### src/rtl/pong_pkg.sv
// Shared pong constants: screen geometry, object sizes, reset positions and
// game state encoding. Also used by the pixel-graphics stage.
package pong_pkg;

  localparam logic [9:0] MAX_X       = 10'd640;
  localparam logic [9:0] MAX_Y       = 10'd480;
  localparam logic [9:0] WALL_X_L    = 10'd32;
  localparam logic [9:0] WALL_X_R    = 10'd35;
  localparam logic [9:0] BAR_X_L     = 10'd600;
  localparam logic [9:0] BAR_X_R     = 10'd603;
  localparam logic [9:0] BAR_Y_SIZE  = 10'd72;
  localparam logic [9:0] BALL_SIZE   = 10'd8;

  // Scene reset positions and the scan row that marks end of visible frame
  localparam logic [9:0] BAR_Y_INIT  = 10'd204;
  localparam logic [9:0] BALL_X_INIT = 10'd316;
  localparam logic [9:0] BALL_Y_INIT = 10'd236;
  localparam logic [9:0] TICK_ROW    = 10'd481;

  typedef enum logic [1:0] {
    ST_IDLE = 2'b00,
    ST_PLAY = 2'b01,
    ST_MISS = 2'b10
  } game_state_e;

  // Two's complement negate of a 10-bit velocity
  function automatic logic [9:0] neg10(input logic [9:0] a);
    return (~a) + 10'd1;
  endfunction

endpackage

### src/rtl/pong_frame_tick.sv
// Frame tick generator: one clk pulse the cycle after the scan reaches
// column 0 of row 481. Edge-detected so a slow pixel enable that holds the
// scan position for several clocks still yields a single tick.
module pong_frame_tick
  import pong_pkg::*;
(
  input  logic       clk,
  input  logic       rst_n,
  input  logic [9:0] pix_x,
  input  logic [9:0] pix_y,
  output logic       refr_tick
);

  logic match_s;
  logic match_q;
  logic refr_tick_d;
  logic refr_tick_q;

  assign match_s     = (pix_x == 10'd0) && (pix_y == TICK_ROW);
  assign refr_tick_d = match_s && !match_q;

  // Register the scan match and the rising-edge tick
  always_ff @(posedge clk or negedge rst_n) begin
    if (!rst_n) begin
      match_q     <= 1'b0;
      refr_tick_q <= 1'b0;
    end else begin
      match_q     <= match_s;
      refr_tick_q <= refr_tick_d;
    end
  end

  assign refr_tick = refr_tick_q;

endmodule

### src/rtl/pong_motion_ctrl.sv
// Pong motion controller: paddle and ball motion plus the IDLE/PLAY/MISS
// game FSM, all advanced once per frame tick.
// Optional build macro PONG_SPEEDUP_EN: each paddle hit raises the ball
// speed by one pixel/frame up to BALL_V_MAX; speed resets on return to IDLE.
module pong_motion_ctrl
  import pong_pkg::*;
#(
  parameter int BAR_V       = 4,
  parameter int BALL_V      = 2,
  parameter int BALL_V_MAX  = 6,
  parameter int MISS_FRAMES = 60
) (
  input  logic       clk,
  input  logic       rst_n,
  input  logic [9:0] pix_x,
  input  logic [9:0] pix_y,
  input  logic       btn_up,
  input  logic       btn_down,
  input  logic       btn_start,
  output logic [9:0] bar_y_t,
  output logic [9:0] ball_x,
  output logic [9:0] ball_y,
  output logic       ball_visible,
  output logic       miss_pulse,
  output logic [1:0] game_state,
  output logic       refr_tick
);

`ifdef PONG_SPEEDUP_EN
  localparam bit SPEEDUP_ON = 1'b1;
`else
  localparam bit SPEEDUP_ON = 1'b0;
`endif

  localparam logic [9:0] BAR_V_W      = 10'(BAR_V);
  localparam logic [9:0] BALL_V_W     = 10'(BALL_V);
  localparam logic [9:0] BALL_V_MAX_W = 10'(BALL_V_MAX);
  localparam logic [5:0] MISS_LAST    = 6'(MISS_FRAMES - 1);
  localparam logic [9:0] BAR_DN_LIM   = (MAX_Y - 10'd1) - BAR_V_W;
  localparam logic [9:0] WALL_LIM     = WALL_X_R + 10'd1;

  logic        refr_tick_s;
  logic [9:0]  bar_y_t_q, bar_y_t_d;
  logic [9:0]  ball_x_q, ball_x_d;
  logic [9:0]  ball_y_q, ball_y_d;
  logic [9:0]  dx_q, dx_d;
  logic [9:0]  dy_q, dy_d;
  logic [9:0]  vel_q, vel_d;
  logic [5:0]  miss_cnt_q, miss_cnt_d;
  logic        ball_visible_q, ball_visible_d;
  logic        miss_pulse_q, miss_pulse_d;
  game_state_e state_q, state_d;

  logic [9:0]  ball_r_s, ball_b_s, bar_b_s;
  logic        top_s, bot_s, wall_s, hit_s, miss_s;
  logic [9:0]  vel_nxt_s;

  pong_frame_tick u_tick (
    .clk       (clk),
    .rst_n     (rst_n),
    .pix_x     (pix_x),
    .pix_y     (pix_y),
    .refr_tick (refr_tick_s)
  );

  // Collision flags from pre-update positions, and the speed to apply
  always_comb begin
    ball_r_s  = ball_x_q + (BALL_SIZE - 10'd1);
    ball_b_s  = ball_y_q + (BALL_SIZE - 10'd1);
    bar_b_s   = bar_y_t_q + (BAR_Y_SIZE - 10'd1);
    top_s     = (ball_y_q <= vel_q);
    bot_s     = (ball_b_s >= ((MAX_Y - 10'd1) - vel_q));
    wall_s    = (ball_x_q <= WALL_LIM);
    hit_s     = (state_q == ST_PLAY) && !dx_q[9] && (dx_q != 10'd0) &&
                (ball_r_s >= BAR_X_L) && (ball_r_s <= BAR_X_R) &&
                (ball_b_s >= bar_y_t_q) && (ball_y_q <= bar_b_s);
    miss_s    = (state_q == ST_PLAY) && (ball_r_s > BAR_X_R) && !hit_s;
    if (SPEEDUP_ON && hit_s && (vel_q < BALL_V_MAX_W)) begin
      vel_nxt_s = vel_q + 10'd1;
    end else begin
      vel_nxt_s = vel_q;
    end
  end

  // Next-state for paddle, ball, velocity and game FSM; changes only on tick
  always_comb begin
    bar_y_t_d      = bar_y_t_q;
    ball_x_d       = ball_x_q;
    ball_y_d       = ball_y_q;
    dx_d           = dx_q;
    dy_d           = dy_q;
    vel_d          = vel_q;
    miss_cnt_d     = miss_cnt_q;
    ball_visible_d = ball_visible_q;
    miss_pulse_d   = 1'b0;
    state_d        = state_q;
    if (refr_tick_s) begin
      if (btn_down && !btn_up && (bar_b_s < BAR_DN_LIM)) begin
        bar_y_t_d = bar_y_t_q + BAR_V_W;
      end else if (btn_up && !btn_down && (bar_y_t_q > BAR_V_W)) begin
        bar_y_t_d = bar_y_t_q - BAR_V_W;
      end else begin
        bar_y_t_d = bar_y_t_q;
      end
      case (state_q)
        ST_IDLE: begin
          ball_x_d       = BALL_X_INIT;
          ball_y_d       = BALL_Y_INIT;
          dx_d           = neg10(BALL_V_W);
          dy_d           = BALL_V_W;
          vel_d          = BALL_V_W;
          ball_visible_d = 1'b1;
          if (btn_start) state_d = ST_PLAY;
          else           state_d = ST_IDLE;
        end
        ST_PLAY: begin
          ball_x_d = ball_x_q + dx_q;
          ball_y_d = ball_y_q + dy_q;
          vel_d    = vel_nxt_s;
          // Reflections keep the current direction unless a boundary flips it
          if (top_s)         dy_d = vel_nxt_s;
          else if (bot_s)    dy_d = neg10(vel_nxt_s);
          else if (dy_q[9])  dy_d = neg10(vel_nxt_s);
          else               dy_d = vel_nxt_s;
          if (wall_s)        dx_d = vel_nxt_s;
          else if (hit_s)    dx_d = neg10(vel_nxt_s);
          else if (dx_q[9])  dx_d = neg10(vel_nxt_s);
          else               dx_d = vel_nxt_s;
          if (miss_s) begin
            state_d        = ST_MISS;
            miss_pulse_d   = 1'b1;
            ball_visible_d = 1'b0;
            miss_cnt_d     = 6'd0;
          end else begin
            state_d = ST_PLAY;
          end
        end
        ST_MISS: begin
          if (miss_cnt_q == MISS_LAST) begin
            state_d        = ST_IDLE;
            miss_cnt_d     = 6'd0;
            ball_visible_d = 1'b1;
            ball_x_d       = BALL_X_INIT;
            ball_y_d       = BALL_Y_INIT;
            dx_d           = neg10(BALL_V_W);
            dy_d           = BALL_V_W;
            vel_d          = BALL_V_W;
          end else begin
            miss_cnt_d = miss_cnt_q + 6'd1;
          end
        end
        default: begin
          state_d = ST_IDLE;
        end
      endcase
    end
  end

  // Scene state registers with asynchronous reset to the serve position
  always_ff @(posedge clk or negedge rst_n) begin
    if (!rst_n) begin
      bar_y_t_q      <= BAR_Y_INIT;
      ball_x_q       <= BALL_X_INIT;
      ball_y_q       <= BALL_Y_INIT;
      dx_q           <= neg10(BALL_V_W);
      dy_q           <= BALL_V_W;
      vel_q          <= BALL_V_W;
      miss_cnt_q     <= 6'd0;
      ball_visible_q <= 1'b1;
      miss_pulse_q   <= 1'b0;
      state_q        <= ST_IDLE;
    end else begin
      bar_y_t_q      <= bar_y_t_d;
      ball_x_q       <= ball_x_d;
      ball_y_q       <= ball_y_d;
      dx_q           <= dx_d;
      dy_q           <= dy_d;
      vel_q          <= vel_d;
      miss_cnt_q     <= miss_cnt_d;
      ball_visible_q <= ball_visible_d;
      miss_pulse_q   <= miss_pulse_d;
      state_q        <= state_d;
    end
  end

  assign bar_y_t      = bar_y_t_q;
  assign ball_x       = ball_x_q;
  assign ball_y       = ball_y_q;
  assign ball_visible = ball_visible_q;
  assign miss_pulse   = miss_pulse_q;
  assign game_state   = state_q;
  assign refr_tick    = refr_tick_s;

endmodule
### config.mk
export PLATFORM = sky130hd
export DESIGN_NAME = pong_motion_ctrl
export DESIGN_NICKNAME = d
export VERILOG_FILES = /design/src/rtl/pong_pkg.sv /design/src/rtl/pong_frame_tick.sv /design/src/rtl/pong_motion_ctrl.sv
export SDC_FILE = /design/constraint.sdc
export NUM_CORES = 1
export LEC_CHECK = 0
export BUFFER_PORTS_ARGS = -buffer_cell sky130_fd_sc_hd__buf_2
export CORE_MARGIN = 5
export CORE_UTILIZATION = 62
export DETAILED_ROUTE_END_ITERATION = 12
export GPL_ROUTABILITY_DRIVEN = 0
export GPL_TIMING_DRIVEN = 0
export PLACE_DENSITY = 0.87
export SLEW_MARGIN = 10
export SYNTH_ARGS = -nofsm -noshare
export SYNTH_HDL_FRONTEND = slang
export SYNTH_SLANG_ARGS = --single-unit
### constraint.sdc
create_clock -name clk -period 5.8 [get_ports clk]
set_clock_uncertainty 0.15 [all_clocks]
set_input_delay 0.87 -clock clk [delete_from_list [all_inputs] [get_ports clk]]
set_output_delay 0.87 -clock clk [all_outputs]
set_load 0.05 [all_outputs]
==> summary.txt <==
Clocking
  – H-tree depth reported by CTS: 2
  – Number of buffers added to fix hold violations after cts: 0
  – Postcts setup bufs: 0
  – Clock sink count: 40
  – Clock tree from TritonCTS: built
  – Master cell of the clock root buffer: sky130_fd_sc_hd__clkbuf_8
  – Number of gates given a new drive strength after cts: 0
  – Clock latency of the later-clocked register in the worst-skew pair: approximately 0.30 ns
  – Number of clock buffers inserted by TritonCTS: 5
  – Clock-pin slew reported for the worst setup and hold paths after clock tree synthesis: 0.08 ns
  – Deepest clock path buffer count: 2

Power
  – Switching pwr: 0.000125 W
  – Pwr per Cell Area: 127 nW/um^2
  – Combinational cell fraction of total power: 4.6%
  – Sequential group share of total power: 54.8%
  – Part of the power in the clock network: 40.6%
  – Worst IR Drop VDD: just under 0.09 mV
  – Cell Int Power: 0.000385 W
  – Power after layout: 0.000510 W
  – Leakage Power: 1.92 nW
  – Share of total power consumed by net switching: 24.4%

Worst setup path
  – Max incr delay on CP: between 0.6 and 0.7 ns
  – R2R cell count: 11
  – Worst Setup Start Kind: flip-flop
  – Critical Path Sink Type: flip-flop
  – Slowest library cell on the worst path: sky130_fd_sc_hd__dfstp_2
  – Max Fanout on Critical Path: 12
  – Worst EP required: 5.88 ns
  – Start-to-end type of the worst setup path: reg -> reg
  – Worst Path Arrival: roughly 3.2 ns
  – Cell breakdown of the critical path: ha_1 > and3_1 > clkbuf_1 > o21ai_0 > xnor2_1 > ha_1 > a21oi_1 > o21ai_0 > a2111oi_0 > a41oi_1 > o22ai_1

Timing
  – Minimum period implied by the final worst setup slack: a little over 3 ns
  – Unrepaired setup endpoints after global routing: false
  – Total count of max-transition violations in the final report: 0
  – Actual slew at the worst max-slew pin: slightly above 0.9 ns
  – Summed negative setup slack over all endpoints: 0 ns
  – Final cycle utilization of the critical path: 53.8%
  – Tightest slew margin relative to the limit: between 30% and 40%
  – Max Clk Rate: 321 MHz
  – Setup WS post-layout: 2.68 ns
  – Endpoints failing setup: 0
  – Final Hold Violating Endpoints: 0

Synthesis
  – Fraction of post-synthesis cell area in the top cell type by area: 17.0%
  – Number of flops mapped to enable cells by yosys: 0
  – Number of instances in the synthesized netlist: 396
  – Proportion of synthesized chip area in sequential cells: 28.9%
  – Synth Warn #: 0
  – Ys flop type: sky130_fd_sc_hd__dfrtp_1
  – Async set-reset flop share out of synthesis: 100%
  – Average size of a mapped cell: 8.91 sq um
  – Number of register bits inferred by synthesis: 40
  – Dominant cells by area after synthesis: sky130_fd_sc_hd__dfrtp_1 17%, sky130_fd_sc_hd__ha_1 15%, sky130_fd_sc_hd__dfstp_2 12%, sky130_fd_sc_hd__xnor2_1 6.7%, sky130_fd_sc_hd__o21ai_0 4.3%
  – Netlist area before placement: 3530 sq um
  – Number of library cell types mapped by synthesis: 69
  – Post-synthesis cell type with the largest combined area: sky130_fd_sc_hd__dfrtp_1

Cells and area
  – NumNets Final: between 500 and 600
  – Layout cell share with drive strength beyond 1: 22.3%
  – Filler Cell Count: 429
  – Total inserted antenna cells: 0
  – Most common cell after layout, fill and taps aside: sky130_fd_sc_hd__buf_2
  – Layout-stage area growth over the synthesis result: 13.4%
  – Commonest cells after routing, fill and taps aside: 59 x sky130_fd_sc_hd__buf_2, 42 x sky130_fd_sc_hd__ha_1, 35 x sky130_fd_sc_hd__nand2_1

GRT
  – Wire length of the first global-routing pass: 14,600 um
  – Number of antenna violations at the first check in global routing: 0
  – Via count of the first global-routing pass: 3,131
  – Sum of overflow across all layers after global routing: 0
  – Largest net degree at the start of global routing: 41
  – Overall track demand over capacity in global routing: 24.3%

Outcome
  – Run status: complete, no violations

Detailed routing
  – Detailed-route via count: 3,229
  – Iteration-0 DRC Markers: 155
  – Antenna Violating Nets Remaining: 0
  – Number of iterations in the first detailed-routing pass: 4
  – Wirelength per Cell: 15.9 um
  – Routed wire length: 8500 um
  – Via-to-Cell Ratio: between 6 and 7
  – DRC violation count after routing: 0

Die
  – X dimension of the die: ~85 um
  – Core box area: 5510 sq um
  – Rows: 27
  – Initial Utilization: 64.1%
  – Top Ports: 60
  – Vertical die dimension: 85.4 um
  – Total Die Area: 7300 sq um

Placement
  – Post-placement setup slack: 2.76 ns
  – Port Buf Inserts: 55
  – Placed wire-length estimate after detailed placement: 6310 um

Hold path
  – Hold path depth: 1
  – Path type of the worst min-delay path: reg -> reg

Flow run
  – Max_cap viols: 0
## worst paths after layout
check                                         start                    endpoint  slack, ns
max                          bar_y_t[2]$_DFFE_PN1P_         dx_q[8]$_DFFE_PN1P_       2.68
min                        u_tick.match_q$_DFF_PN0_  u_tick.refr_tick$_DFF_PN0_       0.26
min in group asynchronous                     rst_n   miss_cnt_q[5]$_DFFE_PN0P_       0.55
max reg2reg                  bar_y_t[2]$_DFFE_PN1P_         dx_q[8]$_DFFE_PN1P_       2.68
max in group asynchronous                     rst_n       ball_y[9]$_DFFE_PN0P_       4.39
min reg2reg                u_tick.match_q$_DFF_PN0_  u_tick.refr_tick$_DFF_PN0_       0.26
## power by group through the flow
| stage | clock, W | combinational [W] | sequential (W) |
|---|---|---|---|
| floorplan | 0 | 0.00000985 | 0.000284 |
| detailed placement | 0 | 0.0000238 | 0.000284 |
| finish | 0.000207 | 0.0000235 | 0.000279 |
| global route | 0.000224 | 0.0000265 | 0.000279 |
| global placement | 0 | 0.0000231 | 0.000284 |
| CTS | 0.000210 | 0.0000238 | 0.000279 |
## synth_stat cells, types with 3 or more instances
cell type                  count
sky130_fd_sc_hd__dfrtp_1      24
sky130_fd_sc_hd__a21oi_1      16
sky130_fd_sc_hd__nand3_1      11
sky130_fd_sc_hd__nand2_1      35
sky130_fd_sc_hd__xor2_1        7
sky130_fd_sc_hd__o21ai_0      30
sky130_fd_sc_hd__nor3_1        7
sky130_fd_sc_hd__buf_4         5
sky130_fd_sc_hd__nor2_1       16
sky130_fd_sc_hd__inv_1        28
sky130_fd_sc_hd__and3_1        5
sky130_fd_sc_hd__nand4_1       3
sky130_fd_sc_hd__buf_2         4
sky130_fd_sc_hd__a21o_1        7
sky130_fd_sc_hd__o22ai_1       4
sky130_fd_sc_hd__ha_1         42
sky130_fd_sc_hd__a31oi_1      15
sky130_fd_sc_hd__nand2b_1      5
sky130_fd_sc_hd__nor4_1        6
sky130_fd_sc_hd__dfstp_2      16
sky130_fd_sc_hd__o31ai_1       5
sky130_fd_sc_hd__or2_2         3
sky130_fd_sc_hd__or4_1         3
sky130_fd_sc_hd__clkbuf_1      8
sky130_fd_sc_hd__xnor2_1      27
sky130_fd_sc_hd__nand3b_1      3
sky130_fd_sc_hd__nor2b_1       8
## state kept, by name, summed over array words and instances, names as in the netlist
| signal | count |
|---|---|
| ball_x | 9 |
| u_tick.refr_tick | 1 |
| u_tick.match_q | 1 |
| dy_q | 1 |
| ball_visible | 1 |
| bar_y_t | 8 |
| dx_q | 1 |
| game_state | 2 |
| ball_y | 9 |
| miss_pulse | 1 |
| miss_cnt_q | 6 |
## stage by stage
stage | util (%) | cells | hold WS, ns | instance area, sq um
4_1_cts | 72.6 | 534 | 0.265 | 4000
3_3_place_gp | 70.9 | 526 | 0.245 | 3900
3_5_place_dp | 70.9 | 526 | 0.253 | 3900
6_report | 72.6 | 534 | 0.261 | 4000
5_1_grt | 72.6 | 534 | 0.281 | 4000
2_1_floorplan | - | 399 | 0.233 | 3540
## kinds of logic (layout without fill, tap and decap cells)
| kind of cell | Yosys count | after routing | share of synthesized area (%) |
|---|---|---|---|
| AND/OR/NAND/NOR | 120 | 120 | 18.2 |
| AO/OA/AOI/OAI | 110 | 110 | 22.2 |
| buffers and inverters | 45 | 108 | 5.46 |
| adder cells (fa/ha/maj) | 44 | 44 | 16.0 |
| flip-flops | 40 | 40 | 28.9 |
| XOR/XNOR | 34 | 34 | 8.44 |
| multiplexers | 2 | 2 | 0.638 |
| other | 1 | 4 | 0.106 |
## per-layer routing
metal  global-route usage (%)  vias up  wire length, um
met4                     9.35        0              210
met3                     4.17       22              506
li1                         -     1567                -
met1                     31.1     1535             3680
met5                        0        -                0
met2                     40.8      105             4100
## layout make-up
type | instances | area, sq um | share of cell area (%)
Timing Repair Buffer | 55 | 275 | 6.88
Sequential cell | 40 | 1020 | 25.5
Clock buffer | 6 | 82.6 | 2.06
Tap cell | 72 | 90.1 | 2.25
Inverter | 28 | 105 | 2.63
Multi-Input combinational cell | 314 | 2320 | 58.1
Buffer | 17 | 87.6 | 2.19
Clock inverter | 2 | 13.8 | 0.344
## critical path: cells and delay by family (launching register included)
family          cells  cell delay (ns)
flops               1             0.69
buf+inv             1             0.25
fa+ha+maj           2             0.48
simple gates        1             0.18
compound gates      6             1.12
xor+xnor            1             0.16
(Power assumes the default switching activity.)
